## src/rtl/power_monitor_if.sv

```systemverilog
// Avalon-MM slave bus bundle used by power_monitor_slave.
interface power_monitor_if;
  logic        chipselect;
  logic [1:0]  address;
  logic        write;
  logic        read;
  logic [31:0] writedata;
  logic [31:0] readdata;

  modport master (
    output chipselect,
    output address,
    output write,
    output read,
    output writedata,
    input  readdata
  );

  modport slave (
    input  chipselect,
    input  address,
    input  write,
    input  read,
    input  writedata,
    output readdata
  );
endinterface

```

## src/rtl/power_monitor_slave.sv

```systemverilog
// Scans NUM_CH rail comparators through an external mux, latches debounced faults, drives kill_sw.
// Optional feature macro: POWER_MONITOR_IRQ_EN (adds irq output, CTRL b3 clear, STATUS b11).
module power_monitor_slave #(
  parameter int NUM_CH     = 8,
  parameter int SEL_W      = 3,
  parameter int SETTLE_CYC = 16,
  parameter int DEBOUNCE   = 4
) (
  input  logic             clk,
  input  logic             reset,
  power_monitor_if.slave   bus,
  input  logic             data,
  output logic [SEL_W-1:0] mux,
  output logic             kill_sw,
  output logic             error
`ifdef POWER_MONITOR_IRQ_EN
  ,
  output logic             irq
`endif
);

  localparam int WIN   = SETTLE_CYC + DEBOUNCE;
  localparam int CNT_W = $clog2(WIN + 1);
  localparam int HIT_W = $clog2(DEBOUNCE + 1);

  localparam logic [SEL_W-1:0] LAST_CH    = SEL_W'(NUM_CH - 1);
  localparam logic [CNT_W-1:0] SETTLE_END = CNT_W'(SETTLE_CYC - 1);
  localparam logic [CNT_W-1:0] WIN_END    = CNT_W'(WIN - 1);
  localparam logic [HIT_W-1:0] HIT_MAX    = HIT_W'(DEBOUNCE);

  typedef enum logic [1:0] {
    IDLE,
    SETTLE,
    SAMPLE,
    NEXT
  } state_t;

  state_t            state_reg, state_next;
  logic [CNT_W-1:0]  cnt_reg, cnt_next;
  logic [HIT_W-1:0]  hits_reg, hits_next;
  logic [HIT_W-1:0]  hits_inc;
  logic [SEL_W-1:0]  mux_next;
  logic              set_hit;

  logic              start_reg;
  logic              force_reg;
  logic [NUM_CH-1:0] fault_reg;
  logic [NUM_CH-1:0] mask_reg;
  logic [NUM_CH-1:0] fault_set;
  logic [NUM_CH-1:0] fault_clr;
  logic [NUM_CH-1:0] fault_next;
  logic [31:0]       rd_word;
  logic              busy;

  logic wr_en;
  logic rd_en;
  logic wr_ctrl;
  logic wr_fault;
  logic wr_mask;
  logic unused_wd;

  assign wr_en     = bus.chipselect & bus.write;
  assign rd_en     = bus.chipselect & bus.read;
  assign wr_ctrl   = wr_en && (bus.address == 2'd0);
  assign wr_fault  = wr_en && (bus.address == 2'd2);
  assign wr_mask   = wr_en && (bus.address == 2'd3);
  assign busy      = (state_reg != IDLE);
  assign unused_wd = ^bus.writedata;

  // Scan sequencer: one counter spans the settle and sample windows of a channel.
  always_ff @(posedge clk or posedge reset) begin
    if (reset) begin
      state_reg <= IDLE;
      cnt_reg   <= '0;
      hits_reg  <= '0;
      mux       <= '0;
    end else begin
      state_reg <= state_next;
      cnt_reg   <= cnt_next;
      hits_reg  <= hits_next;
      mux       <= mux_next;
    end
  end

  always_comb begin
    state_next = state_reg;
    cnt_next   = cnt_reg;
    hits_next  = hits_reg;
    mux_next   = mux;
    hits_inc   = '0;
    set_hit    = 1'b0;
    case (state_reg)
      IDLE: begin
        if (start_reg) begin
          state_next = SETTLE;
          cnt_next   = '0;
        end
      end
      SETTLE: begin
        if (!start_reg) begin
          state_next = IDLE;
        end else begin
          cnt_next = cnt_reg + 1'b1;
          if (cnt_reg == SETTLE_END) begin
            state_next = SAMPLE;
            hits_next  = '0;
          end
        end
      end
      SAMPLE: begin
        if (!start_reg) begin
          state_next = IDLE;
        end else begin
          hits_inc  = data ? (hits_reg + 1'b1) : '0;
          hits_next = hits_inc;
          cnt_next  = cnt_reg + 1'b1;
          if (hits_inc == HIT_MAX) begin
            set_hit    = 1'b1;
            state_next = NEXT;
          end else if (cnt_reg == WIN_END) begin
            state_next = NEXT;
          end
        end
      end
      NEXT: begin
        if (!start_reg) begin
          state_next = IDLE;
        end else begin
          mux_next   = (mux == LAST_CH) ? '0 : (mux + 1'b1);
          state_next = SETTLE;
          cnt_next   = '0;
        end
      end
      default: state_next = IDLE;
    endcase
  end

  for (genvar gi = 0; gi < NUM_CH; gi++) begin : g_fault
    assign fault_set[gi]  = set_hit && (mux == SEL_W'(gi));
    assign fault_clr[gi]  = (wr_fault && bus.writedata[gi]) || (wr_ctrl && bus.writedata[2]);
    // A new detection outranks a clear landing on the same bit.
    assign fault_next[gi] = (fault_reg[gi] & ~fault_clr[gi]) | fault_set[gi];
  end

  always_ff @(posedge clk or posedge reset) begin
    if (reset) begin
      start_reg <= 1'b0;
      force_reg <= 1'b0;
      fault_reg <= '0;
      mask_reg  <= '1;
      kill_sw   <= 1'b0;
      error     <= 1'b0;
    end else begin
      if (wr_ctrl) begin
        start_reg <= bus.writedata[0];
        force_reg <= bus.writedata[1];
      end
      if (wr_mask) begin
        mask_reg <= bus.writedata[NUM_CH-1:0];
      end
      fault_reg <= fault_next;
      kill_sw   <= force_reg | (|(fault_reg & mask_reg));
      error     <= |fault_reg;
    end
  end

`ifdef POWER_MONITOR_IRQ_EN
  logic irq_reg;
  logic irq_clr;
  assign irq_clr = wr_ctrl && bus.writedata[3];
  assign irq     = irq_reg;

  always_ff @(posedge clk or posedge reset) begin
    if (reset) begin
      irq_reg <= 1'b0;
    end else begin
      irq_reg <= (irq_reg & ~irq_clr) | (|(fault_next & ~fault_reg));
    end
  end
`endif

  always_comb begin
    rd_word = '0;
    case (bus.address)
      2'd0: begin
        rd_word[0] = start_reg;
        rd_word[1] = force_reg;
      end
      2'd1: begin
        rd_word[SEL_W-1:0] = mux;
        rd_word[8]         = busy;
        rd_word[9]         = error;
        rd_word[10]        = kill_sw;
`ifdef POWER_MONITOR_IRQ_EN
        rd_word[11]        = irq_reg;
`endif
      end
      2'd2:    rd_word[NUM_CH-1:0] = fault_reg;
      default: rd_word[NUM_CH-1:0] = mask_reg;
    endcase
  end

  always_ff @(posedge clk or posedge reset) begin
    if (reset) begin
      bus.readdata <= '0;
    end else if (rd_en) begin
      bus.readdata <= rd_word;
    end
  end

endmodule
```

## src/flat_wrapper.sv

```systemverilog
// flat-port wrapper written by rule: the top's interface ports become plain ports
module power_monitor_slave_flat 
#(
  parameter int NUM_CH     = 8,
  parameter int SEL_W      = 3,
  parameter int SETTLE_CYC = 16,
  parameter int DEBOUNCE   = 4
)
  (clk, reset, data, mux, kill_sw, error, bus_chipselect, bus_address, bus_write, bus_read, bus_writedata, bus_readdata);
  power_monitor_if bus_i ();
  input  logic clk;
  input  logic reset;
  input  logic data;
  output logic [SEL_W-1:0] mux;
  output logic kill_sw;
  output logic error;
  input wire logic [$bits(bus_i.chipselect)-1:0] bus_chipselect;
  input wire logic [$bits(bus_i.address)-1:0] bus_address;
  input wire logic [$bits(bus_i.write)-1:0] bus_write;
  input wire logic [$bits(bus_i.read)-1:0] bus_read;
  input wire logic [$bits(bus_i.writedata)-1:0] bus_writedata;
  output wire logic [$bits(bus_i.readdata)-1:0] bus_readdata;
  assign bus_i.chipselect = bus_chipselect;
  assign bus_i.address = bus_address;
  assign bus_i.write = bus_write;
  assign bus_i.read = bus_read;
  assign bus_i.writedata = bus_writedata;
  assign bus_readdata = bus_i.readdata;
  power_monitor_slave #(.NUM_CH(NUM_CH), .SEL_W(SEL_W), .SETTLE_CYC(SETTLE_CYC), .DEBOUNCE(DEBOUNCE)) u_core (.clk(clk), .reset(reset), .bus(bus_i), .data(data), .mux(mux), .kill_sw(kill_sw), .error(error));
endmodule
```

## config.mk

```make
export PLATFORM = sky130hd
export DESIGN_NAME = power_monitor_slave_flat
export DESIGN_NICKNAME = d
export VERILOG_FILES = /design/src/rtl/power_monitor_if.sv /design/src/rtl/power_monitor_slave.sv /design/src/flat_wrapper.sv
export SDC_FILE = /design/constraint.sdc
export NUM_CORES = 1
export LEC_CHECK = 0
export BUFFER_PORTS_ARGS = -buffer_cell sky130_fd_sc_hd__buf_4
export CAP_MARGIN = 10
export CORE_MARGIN = 3
export CORE_UTILIZATION = 42
export CTS_BUF_LIST = sky130_fd_sc_hd__clkbuf_16
export CTS_CLUSTER_SIZE = 12
export DETAILED_ROUTE_END_ITERATION = 12
export PLACE_DENSITY_LB_ADDON = 0.1
export SYNTH_ARGS = -nofsm -noshare
export SYNTH_HDL_FRONTEND = slang
export SYNTH_SLANG_ARGS = --single-unit
export TNS_END_PERCENT = 50
```

## constraint.sdc

```tcl
create_clock -name clk -period 2.1 [get_ports clk]
set_clock_uncertainty 0.2 [all_clocks]
set_input_delay 0.42 -clock clk [delete_from_list [all_inputs] [get_ports clk]]
set_output_delay 0.42 -clock clk [all_outputs]
set_load 0.005 [all_outputs]
```

; Word level (Yosys, flattened, before mapping)
; Index checks and enable logic that the tools add are counted.
[word_totals]
elab_cells = 132
in_bits = 40
output_inout_bits = 37
register_bits = 44
[classes]
muxes = 24
reduce_logical = 42
n_bitwise = 28
n_addsub = 3
n_eq_ne = 24
[op_table]
columns = operator, count
row1 = logical AND 1 bit, 20
row2 = case mux 5 bit (2 select lines), 2
row3 = two-way mux 3 bit, 6
row4 = OR reduction 8 bit, 2
row5 = == test 3 bit (second input constant), 5
row6 = two-way mux 2 bit, 6
row7 = inequality test 2 x 1 -> 1 bit (second input constant), 6
row8 = AND 1 bit, 10
row9 = two-way mux 5 bit, 2
row10 = bitwise OR 1 bit, 9
row11 = AND 8 bit, 1
row12 = == test 2 bit (second input constant), 4
row13 = logical OR 1 bit, 8
row14 = NOT 1 bit, 8
row15 = case mux 2 bit (4 select lines), 1
row16 = adder 3 x 1 -> 3 bit (second input constant), 2
row17 = == test 3 x 2 -> 1 bit (second input constant), 2
row18 = case mux 2 bit (3 select lines), 1
row19 = case mux 3 bit (2 select lines), 1
row20 = OR reduction 2 bit, 3
row21 = adder 5 x 1 -> 5 bit (second input constant), 1
row22 = == test 5 x 4 -> 1 bit (second input constant), 1
row23 = == test 5 bit (second input constant), 1
row24 = == test 2 x 1 -> 1 bit (second input constant), 2
row25 = 11 further kinds, 17

; Longest topological paths before layout
; Gate-level depths: netlist (run 1).
[logic_depth]
word_depth = 8
ltp_mapped = 7
mapped_depth_nobuf = 7

; Least setup slack after synthesis (run 1)
; OpenSTA, ideal clock, no wires.
[synth_path]
kind = register to register
start = reg u_core.cnt_reg[0]
end = reg u_core.hits_reg[0]
arrival_time_ps = 1674
period_less_slack_ps = 1999
t_required_ps = 1775
path_buffers = 0
setup_time_ps = 125
path_stages_with_launch = 7
setup_slack_ps = 101
cell_sequence = dfrtp_1 ha_1 and3_2 ha_1 or2b_2 nor2b_1 mux2_2
[synth_via]
elab_chain_cells = 3
[synth_lines]
columns = element, line_no
row1 = "start, declared", power_monitor_slave.sv:39  ; logic [CNT_W-1:0] cnt_reg, cnt_next;
row2 = "start signal, assigned", power_monitor_slave.sv:79  ; cnt_reg <= cnt_next;
row3 = == test 5 x 4 -> 1 bit, power_monitor_slave.sv:104  ; if (cnt_reg == SETTLE_END) begin
row4 = inequality test 2 x 1 -> 1 bit (no line), -
row5 = AND reduction 4 bit (no line), -
row6 = "end signal, assigned", power_monitor_slave.sv:80  ; hits_reg <= hits_next;
row7 = "end, declared", power_monitor_slave.sv:40  ; logic [HIT_W-1:0] hits_reg, hits_next;
; No other way between the ends.
; A chain may end at the register's enable or synchronous reset.

; Worst setup path in the final report (run 1)
[layout_path]
start = reg u_core.cnt_reg[1]
end = reg u_core.hits_reg[0]
; The elaborated chain is that of the path after synthesis.

==> results.tsv, run 1 <==
stage	metric	value	unit
status	outcome	finished clean	
clock_network	clock_path_buffers	2	
worst_setup_path	required	2.07	ns
worst_setup_path	cp.arrival	1.95	ns
route	via_count	1711	
route	drcViolationCount	0	
yosys	synth_compound_area_frac	0.104	
route	dr_wl_met3	342	um
cells_and_area	antennaDiodeCount	0	
yosys	ys_types	44	
worst_setup_path	crit_path_frequent_cell	ha_1	
cells_and_area	fin_nets	316	
cells_and_area	area_growth	17.8	%
yosys	synth_adder_area_share	0.0729	
hold_path	hold_class	input pin to register	
cells_and_area	drive_gt1_frac	0.281	
die	core_area	5300	um^2
power_and_ir_drop	total_power	0.00237	W
cells_and_area	largest_register_ffs	11	
worst_setup_path	crit_type	register to register	
global_route	track_usage	0.161	
clock_network	clkTransAtPathRegs	0.06	ns
place	io_buffers	31	
die	io_pins	77	
route	drt_first_pass_iters	5	
timing	final_hold_viol_count	0	
timing	period_share	0.945	
yosys	synth_top_family_by_area	simple AND/OR/NAND/NOR gates	
yosys	yosysWarnings	0	
yosys	postSynthCellCount	226	
die	die-area	6660	um^2
route	avgViaCountPerCell	5.14	
timing	slew_violations	0	
cells_and_area	final_cell_mix	buf_4, dfrtp_1, nand2_1	
place	hpwl	3690	um
yosys	ys_ff_latch	44	
clock_network	cts-buffers-inserted	5	
power_and_ir_drop	power_density	838	nW/um^2
route	topRoutingLayerUsed	met4	
route	met2WireLength	1980	um
cells_and_area	final_area	2830	um^2
timing	setup_viol	0	
timing	max_freq	504	MHz
route	wl_per_cell	14.4	um
global_route	grt_max_degree	25	
clock_network	cts-htree-levels	2	
die	start_util	0.453	
route	routed_wl	4800	um
global_route	grt_antenna_before_repair	0	
clock_network	cts_sinks	44	
power_and_ir_drop	vdd_drop_max	0.000320	V
place	dp_slack	0.0844	ns
yosys	synth_flop_cell	dfrtp_1	
clock_network	cts_setup_buffers	0	
global_route	overflow	0	
yosys	synthSimpleGateAreaFrac	0.142	
yosys	synth_edf_count	0	
timing	finalCriticalPeriod	1.99	ns
cells_and_area	final_core_util	0.534	
clock_network	clk_latency	0.28	ns
power_and_ir_drop	p_leak	1.38	nW
worst_setup_path	end_kind	register	
worst_setup_path	timing.critical_path.slowest_stage_cell	dfrtp_1	
job	maxCapViolCount	0	
place	place_congestion	0.822	
die	std_cell_rows	26	
worst_setup_path	max_stage_delay	0.40	ns
route	drt_iter0_drc	100	
yosys	synth.avg_cell_area	10.6	um^2
timing	setup_tns	0	ns
worst_setup_path	crit_chain	ha_1 -> and3_2 -> ha_1 -> or2b_4 -> nor2b_2 -> mux2_2	
route	met1_length	2400	um
yosys	ys_seq_area_frac	0.462	
global_route	grt_pass1_wl	8080	um
die	die_h	81.6	um
place	dpl_cell_area	2650	um^2
yosys	synthMuxAreaShare	0.109	
yosys	syn-cell-area	2400	um^2
yosys	synth-xor-area-share	0.00365	
clock_network	cts_tree	done	
timing	fin_ws	0.115	ns
yosys	synthArstFlopShare	1.00	
clock_network	cts-root-buf	clkbuf_16	
worst_setup_path	worst-path-max-fanout	3	
timing	rsz0062_at_grt	false	
route	ant_nets	0	
worst_setup_path	cp-start-kind	register	
die	die_x	81.6	um
global_route	grt_pass1_vias	1644	
==> final timing paths <==
kind	from	to	slack, ns	depth (start not counted)
max in group asynchronous	reset	u_core.mask_reg[1]	0.70	4
min in group asynchronous	reset	u_core.cnt_reg[0]	0.46	3
max	u_core.cnt_reg[1]	u_core.hits_reg[0]	0.11	6
max reg2reg	u_core.cnt_reg[1]	u_core.hits_reg[0]	0.11	6
min reg2reg	u_core.bus.readdata[7]	u_core.bus.readdata[7]	0.28	2
min	bus_writedata[7]	u_core.mask_reg[7]	0.18	2
==> cells in the mapped netlist (3+ instances only) <==
master | count | area, um^2
nand2_1 | 31 | 116
o21ai_0 | 17 | 85.1
nand3_1 | 11 | 55.1
mux2i_1 | 6 | 60.1
clkbuf_1 | 3 | 11.3
a21oi_1 | 4 | 20.0
nor2_1 | 4 | 15.0
dfstp_2 | 8 | 210
a32o_1 | 4 | 40.0
ha_1 | 14 | 175
buf_4 | 21 | 158
dfrtp_1 | 36 | 901
a22o_1 | 5 | 43.8
inv_1 | 11 | 41.3
buf_2 | 3 | 15.0
mux2_2 | 14 | 158
==> area by class of cell <==
| type | instances | area (um^2) |
|---|---|---|
| clock buffers | 5 | 125 |
| well taps | 70 | 87.6 |
| fillers | 482 | 2470 |
| repair buffers | 38 | 300 |
| flip-flops and latches | 44 | 1110 |
| inverters | 11 | 41.3 |
| multi-input cells | 162 | 1120 |
| clock inverters | 3 | 42.5 |
==> layer usage <==
| metal | global-route usage | vias up |
|---|---|---|
| met2 | 0.226 | 53 |
| met4 | 0.0648 | 0 |
| met3 | 0.0329 | 7 |
| met1 | 0.243 | 823 |
| li1 | - | 828 |
| met5 | 0 | - |
==> cells by family after synthesis <==
logic type	count (synthesis)
other	1
AO/OA/AOI/OAI	38
adder cells (fa/ha/maj)	14
flip-flops	44
XOR/XNOR	1
buffers and inverters	40
multiplexers	22
AND/OR/NAND/NOR	66
==> worst max-delay path: cells and delay by family (launching register included) <==
family	cells	cell delay (ns)
multiplexers	1	0.25
AND/OR/NAND/NOR	3	0.64
flip-flops	1	0.40
adder cells (fa/ha/maj)	2	0.39
==> where the power goes <==
| part | switching, W | total [W] | internal, W | leakage (nW) |
|---|---|---|---|---|
| clock network | 0.000324 | 0.000883 | 0.000559 | 0.0814 |
| logic | 0.000201 | 0.000429 | 0.000228 | 0.722 |
| registers | 0.0000820 | 0.00106 | 0.000977 | 0.572 |
==> what timing repair did <==
action,CTS,global route
resized for setup,0,2
hold buffers,1,0
hold endpoints to repair,10,0
endpoints found under the setup margin,0,1
==> metrics by stage <==
stage | hold slack, ns | std cells
CTS | 0.173 | 333
finish | 0.176 | 333
floorplan | 0.255 | 246
global route | 0.177 | 333
detailed placement | 0.215 | 324
global placement | 0.211 | 324
Power figures use the tool's default switching activity.
==> inputs of run 2 (changes only) <==
--- a/config.mk
+++ b/config.mk
@@ -10,9 +10,10 @@
 export CORE_MARGIN = 3
 export CORE_UTILIZATION = 42
 export CTS_BUF_LIST = sky130_fd_sc_hd__clkbuf_16
-export CTS_CLUSTER_SIZE = 12
+export CTS_CLUSTER_SIZE = 28
 export DETAILED_ROUTE_END_ITERATION = 12
 export PLACE_DENSITY_LB_ADDON = 0.1
+export REMOVE_ABC_BUFFERS = 1
 export SYNTH_ARGS = -nofsm -noshare
 export SYNTH_HDL_FRONTEND = slang
 export SYNTH_SLANG_ARGS = --single-unit
==> results.tsv, run 2 (synthesis gave the netlist of run 1 again) <==
stage	metric	value	unit
worst_setup_path	max_stage_delay	0.40	ns
hold_path	worstHoldPathCells	2	
route	met1_length	2440	um
clock_network	clkTransAtPathRegs	0.06	ns
clock_network	cts_sinks	44	
cells_and_area	fin_nets	317	
clock_network	clk_latency	0.28	ns
route	routed_wl	4860	um
worst_setup_path	worst-r2r-setup-slack	0.12	ns
die	io_pins	77	
route	topRoutingLayerUsed	met4	
place	dpl_cell_area	2650	um^2
worst_setup_path	timing.critical_path.slowest_stage_cell	dfrtp_1	
worst_setup_path	crit_path_frequent_cell	ha_1	
worst_setup_path	required	2.07	ns
clock_network	cts-htree-levels	2	
worst_setup_path	ff2ff_path_depth	6	
die	die_x	81.6	um
timing	setup_viol	0	
timing	tightest_slew	0.679	ns
timing	slew_violations	0	
cells_and_area	drive_gt1_frac	0.273	
global_route	grt_pass1_wl	8020	um
power_and_ir_drop	power_density	795	nW/um^2
cells_and_area	final_core_util	0.529	
status	outcome	finished clean	
die	start_util	0.453	
die	core_area	5300	um^2
timing	max_freq	506	MHz
place	io_buffers	31	
timing	period_share	0.942	
route	ant_nets	0	
global_route	track_usage	0.159	
worst_setup_path	r2r-end	u_core.hits_reg[0]	
hold_path	hold_class	input pin to register	
route	dr_wl_met3	304	um
global_route	overflow	0	
timing	slew_headroom	0.544	
die	die-area	6660	um^2
cells_and_area	final_area	2800	um^2
die	die_h	81.6	um
cells_and_area	final_cell_mix	buf_4, dfrtp_1, nand2_1	
global_route	grt_max_degree	22	
cells_and_area	stdcell_count	334	
global_route	grt_antenna_before_repair	0	
worst_setup_path	end_kind	register	
timing	rsz0062_at_grt	false	
cells_and_area	mostFrequentLayoutCell	buf_4	
route	drcViolationCount	0	
power_and_ir_drop	p_leak	1.37	nW
timing	finalCriticalPeriod	1.98	ns
timing	setup_tns	0	ns
clock_network	clock_path_buffers	2	
place	dp.cells	324	
worst_setup_path	crit_chain	ha_1 -> and3_2 -> ha_1 -> or2b_4 -> nor2b_1 -> mux2_2	
worst_setup_path	cp-start-kind	register	
route	avgViaCountPerCell	5.04	
place	place_congestion	0.802	
route	wl_per_cell	14.5	um
route	drt_first_pass_iters	4	
job	maxCapViolCount	0	
worst_setup_path	critPathLaunch	u_core.cnt_reg[1]	
cells_and_area	largest_register_ffs	11	
worst_setup_path	rr_startpoint	u_core.cnt_reg[1]	
worst_setup_path	cp.arrival	1.94	ns
power_and_ir_drop	vdd_drop_max	0.000294	V
worst_setup_path	worst-path-max-fanout	3	
hold_path	hp-start	bus_writedata[4]	
cells_and_area	antennaDiodeCount	0	
clock_network	cts-buffers-inserted	5	
route	drt_iter0_drc	111	
die	std_cell_rows	26	
worst_setup_path	crit_type	register to register	
clock_network	cts_tree	done	
place	hpwl	3730	um
timing	final_hold_viol_count	0	
clock_network	cts-root-buf	clkbuf_16	
global_route	grt_pass1_vias	1595	
cells_and_area	area_growth	16.7	%
route	via_count	1684	
hold_path	min_to	u_core.mask_reg[4]	
route	met2WireLength	2050	um
[run 2: cell types whose count changed in the layout (fill, tap and decap cells not counted)]
cell,before,now
buf_4,36,37
bufinv_16,1,0
clkinv_1,2,3
clkinv_4,1,0
inv_1,10,11
nor2b_1,0,1
nor2b_2,1,0
[run 2: final cells by class]
| type | instances | area [um^2] |
|---|---|---|
| Tap cell | 70 | 87.6 |
| Fill cell | 504 | 2500 |
| Inverter | 11 | 41.3 |
| Sequential cell | 44 | 1110 |
| Clock inverter | 3 | 11.3 |
| Timing Repair Buffer | 39 | 308 |
| Clock buffer | 5 | 125 |
| Multi-Input combinational cell | 162 | 1120 |
[run 2: stage by stage]
stage | setup slack, ns | power [W] | hold slack [ns]
after floorplan | 0.101 | 0.00131 | 0.255
after global placement | 0.0834 | 0.00149 | 0.266
after detailed placement | 0.0664 | 0.00151 | 0.276
after CTS | 0.0585 | 0.00224 | 0.176
after global routing | 0.0589 | 0.00237 | 0.176
final | 0.123 | 0.00223 | 0.178
[run 2: critical path: cells and delay by family, from the launching register on]
family / cells / cell delay, ns
adder cells (fa/ha/maj): 2 / 0.39
AND/OR/NAND/NOR: 3 / 0.63
multiplexers: 1 / 0.26
flip-flops: 1 / 0.40
[run 2: what timing repair did]
item,4_1_cts,5_1_grt
endpoints found under the hold margin,14,0
hold buffers,1,0
setup endpoints to repair,0,1
setup buffers,0,1
gates resized for setup,0,1
[run 2: layer usage]
layer  vias to the layer above  GRT usage
li1                        827          -
met1                       792      0.236
met2                        57      0.235
met3                         8     0.0263
met4                         0     0.0498
met5                         -          0
[run 2: how the worst max path moves through the flow]
stage               cells after the start                 end  slack, ns
floorplan                               6  u_core.hits_reg[0]       0.10
global placement                        6  u_core.hits_reg[0]       0.08
detailed placement                      6  u_core.hits_reg[0]       0.07
CTS                                     6  u_core.hits_reg[0]       0.06
global route                            6  u_core.hits_reg[0]       0.06
finish                                  6  u_core.hits_reg[0]       0.12
[run 2: where the power goes]
group          switching, W  internal, W  total (W)
clock network      0.000296     0.000428   0.000724
registers         0.0000904     0.000978    0.00107
logic              0.000198     0.000236   0.000435
total              0.000585      0.00164    0.00223
==> inputs of run 3 (changes only) <==
--- a/config.mk
+++ b/config.mk
@@ -5,7 +5,7 @@
 export SDC_FILE = /design/constraint.sdc
 export NUM_CORES = 1
 export LEC_CHECK = 0
-export BUFFER_PORTS_ARGS = -buffer_cell sky130_fd_sc_hd__buf_4
+export BUFFER_PORTS_ARGS = -buffer_cell sky130_fd_sc_hd__buf_2
 export CAP_MARGIN = 10
 export CORE_MARGIN = 3
 export CORE_UTILIZATION = 42
==> results.tsv, run 3 (synthesis gave the netlist of run 1 again) <==
stage	metric	value	unit
die	start_util	0.453	
global_route	grt_antenna_before_repair	0	
timing	setup_viol	0	
die	io_pins	77	
clock_network	clkTransAtPathRegs	0.06	ns
worst_setup_path	timing.critical_path.slowest_stage_cell	dfrtp_1	
die	die_h	81.6	um
worst_setup_path	crit_chain	ha_1 -> and3_2 -> ha_1 -> or2b_4 -> nor2b_1 -> mux2_2	
worst_setup_path	ff2ff_path_depth	6	
die	core_area	5300	um^2
timing	hold_slack	0.187	ns
route	ant_nets	0	
cells_and_area	nFillCells	498	
hold_path	hold_class	input pin to register	
worst_setup_path	worst-r2r-setup-slack	0.12	ns
die	die_x	81.6	um
worst_setup_path	worst-path-max-fanout	3	
clock_network	cts_setup_buffers	0	
cells_and_area	final_cell_mix	dfrtp_1, nand2_1, buf_2	
place	hpwl	3560	um
place	place_congestion	0.751	
die	std_cell_rows	26	
hold_path	hp-start	bus_writedata[7]	
route	drcViolationCount	0	
hold_path	min_to	u_core.mask_reg[7]	
cells_and_area	drive_gt1_frac	0.275	
job	maxCapViolCount	0	
timing	period_share	0.941	
timing	max_freq	506	MHz
global_route	track_usage	0.154	
route	routed_wl	4770	um
worst_setup_path	crit_type	register to register	
worst_setup_path	cp.arrival	1.95	ns
cells_and_area	stdcell_count	332	
worst_setup_path	cp-start-kind	register	
worst_setup_path	crit_path_frequent_cell	ha_1	
place	dp.cells	323	
place	dp_slack	0.0676	ns
clock_network	clock_path_buffers	2	
worst_setup_path	rr_startpoint	u_core.cnt_reg[1]	
clock_network	cts_tree	done	
global_route	overflow	0	
global_route	grt_pass1_wl	7710	um
route	wl_per_cell	14.4	um
worst_setup_path	max_stage_delay	0.40	ns
place	io_buffers	31	
worst_setup_path	r2r-end	u_core.hits_reg[0]	
cells_and_area	area_growth	13.2	%
global_route	grt_pass1_vias	1625	
route	avgViaCountPerCell	5.03	
hold_path	worstHoldPathCells	2	
cells_and_area	largest_register_ffs	11	
clock_network	cts-buffers-inserted	5	
die	die-area	6660	um^2
clock_network	cts_sinks	44	
timing	setup_tns	0	ns
power_and_ir_drop	power_density	809	nW/um^2
worst_setup_path	required	2.07	ns
global_route	grt_max_degree	45	
timing	finalCriticalPeriod	1.98	ns
route	drt_first_pass_iters	4	
route	drt_iter0_drc	77	
route	via_count	1670	
worst_setup_path	end_kind	register	
cells_and_area	mostFrequentLayoutCell	dfrtp_1	
clock_network	cts-root-buf	clkbuf_16	
worst_setup_path	cp_num_buf_inv	0	
timing	rsz0062_at_grt	false	
clock_network	clk_latency	0.28	ns
timing	slew_violations	0	
timing	fin_ws	0.124	ns
power_and_ir_drop	p_leak	1.34	nW
clock_network	cts-htree-levels	2	
timing	final_hold_viol_count	0	
status	outcome	finished clean	
cells_and_area	antennaDiodeCount	0	
power_and_ir_drop	vdd_drop_max	0.000403	V
worst_setup_path	crit_family	simple AND/OR/NAND/NOR gates	
cells_and_area	fin_nets	315	
-- run 3: cell count changes in the layout (fill, tap and decap cells not counted) --
cell,previous run,this run
buf_4,37,4
buf_2,0,31
a211oi_1,1,0
a211oi_2,0,1
clkinv_1,3,2
clkinvlp_4,0,1
-- run 3: worst max-delay path by stage --
stage | from | end | slack, ns | cells after the start
floorplan | u_core.cnt_reg[0] | u_core.hits_reg[0] | 0.10 | 6
finish | u_core.cnt_reg[1] | u_core.hits_reg[0] | 0.12 | 6
global placement | u_core.cnt_reg[1] | u_core.hits_reg[0] | 0.08 | 6
CTS | u_core.cnt_reg[1] | u_core.hits_reg[0] | 0.07 | 6
detailed placement | u_core.cnt_reg[1] | u_core.hits_reg[0] | 0.07 | 6
global route | u_core.cnt_reg[0] | u_core.state_reg[1] | 0.04 | 7
-- run 3: power by group --
group	switching, W	internal (W)	total [W]
clock	0.000306	0.000432	0.000738
sequential	0.0000873	0.000978	0.00107
combinational	0.000194	0.000203	0.000397
total	0.000587	0.00161	0.00220
-- run 3: per-stage QoR --
step           utilization  power (W)  area, um^2
6_report             0.513    0.00220        2720
3_3_place_gp         0.483    0.00147        2560
2_1_floorplan            -    0.00131        2270
3_5_place_dp         0.483    0.00148        2560
4_1_cts              0.511    0.00222        2710
5_1_grt              0.513    0.00234        2720
-- run 3: timing repair --
action	4_1_cts	5_1_grt
endpoints found under the setup margin	0	2
hold buffers	1	0
hold endpoints to repair	36	0
gates resized for setup	0	2
-- run 3: area by class of cell --
| cell class | count | area (um^2) | area share |
|---|---|---|---|
| clock buffer | 5 | 125 | 0.0460 |
| clock inverter | 3 | 15.0 | 0.00552 |
| inverter | 11 | 41.3 | 0.0152 |
| multi-input combinational | 162 | 1120 | 0.413 |
| sequential | 44 | 1110 | 0.409 |
| tap | 70 | 87.6 | 0.0322 |
| timing repair buffer | 37 | 215 | 0.0792 |
-- run 3: routing by layer --
layer / share of wire / global-route usage
met5: 0 / 0
met4: 0.019 / 0.0714
met3: 0.070 / 0.0307
met2: 0.40 / 0.221
met1: 0.51 / 0.220
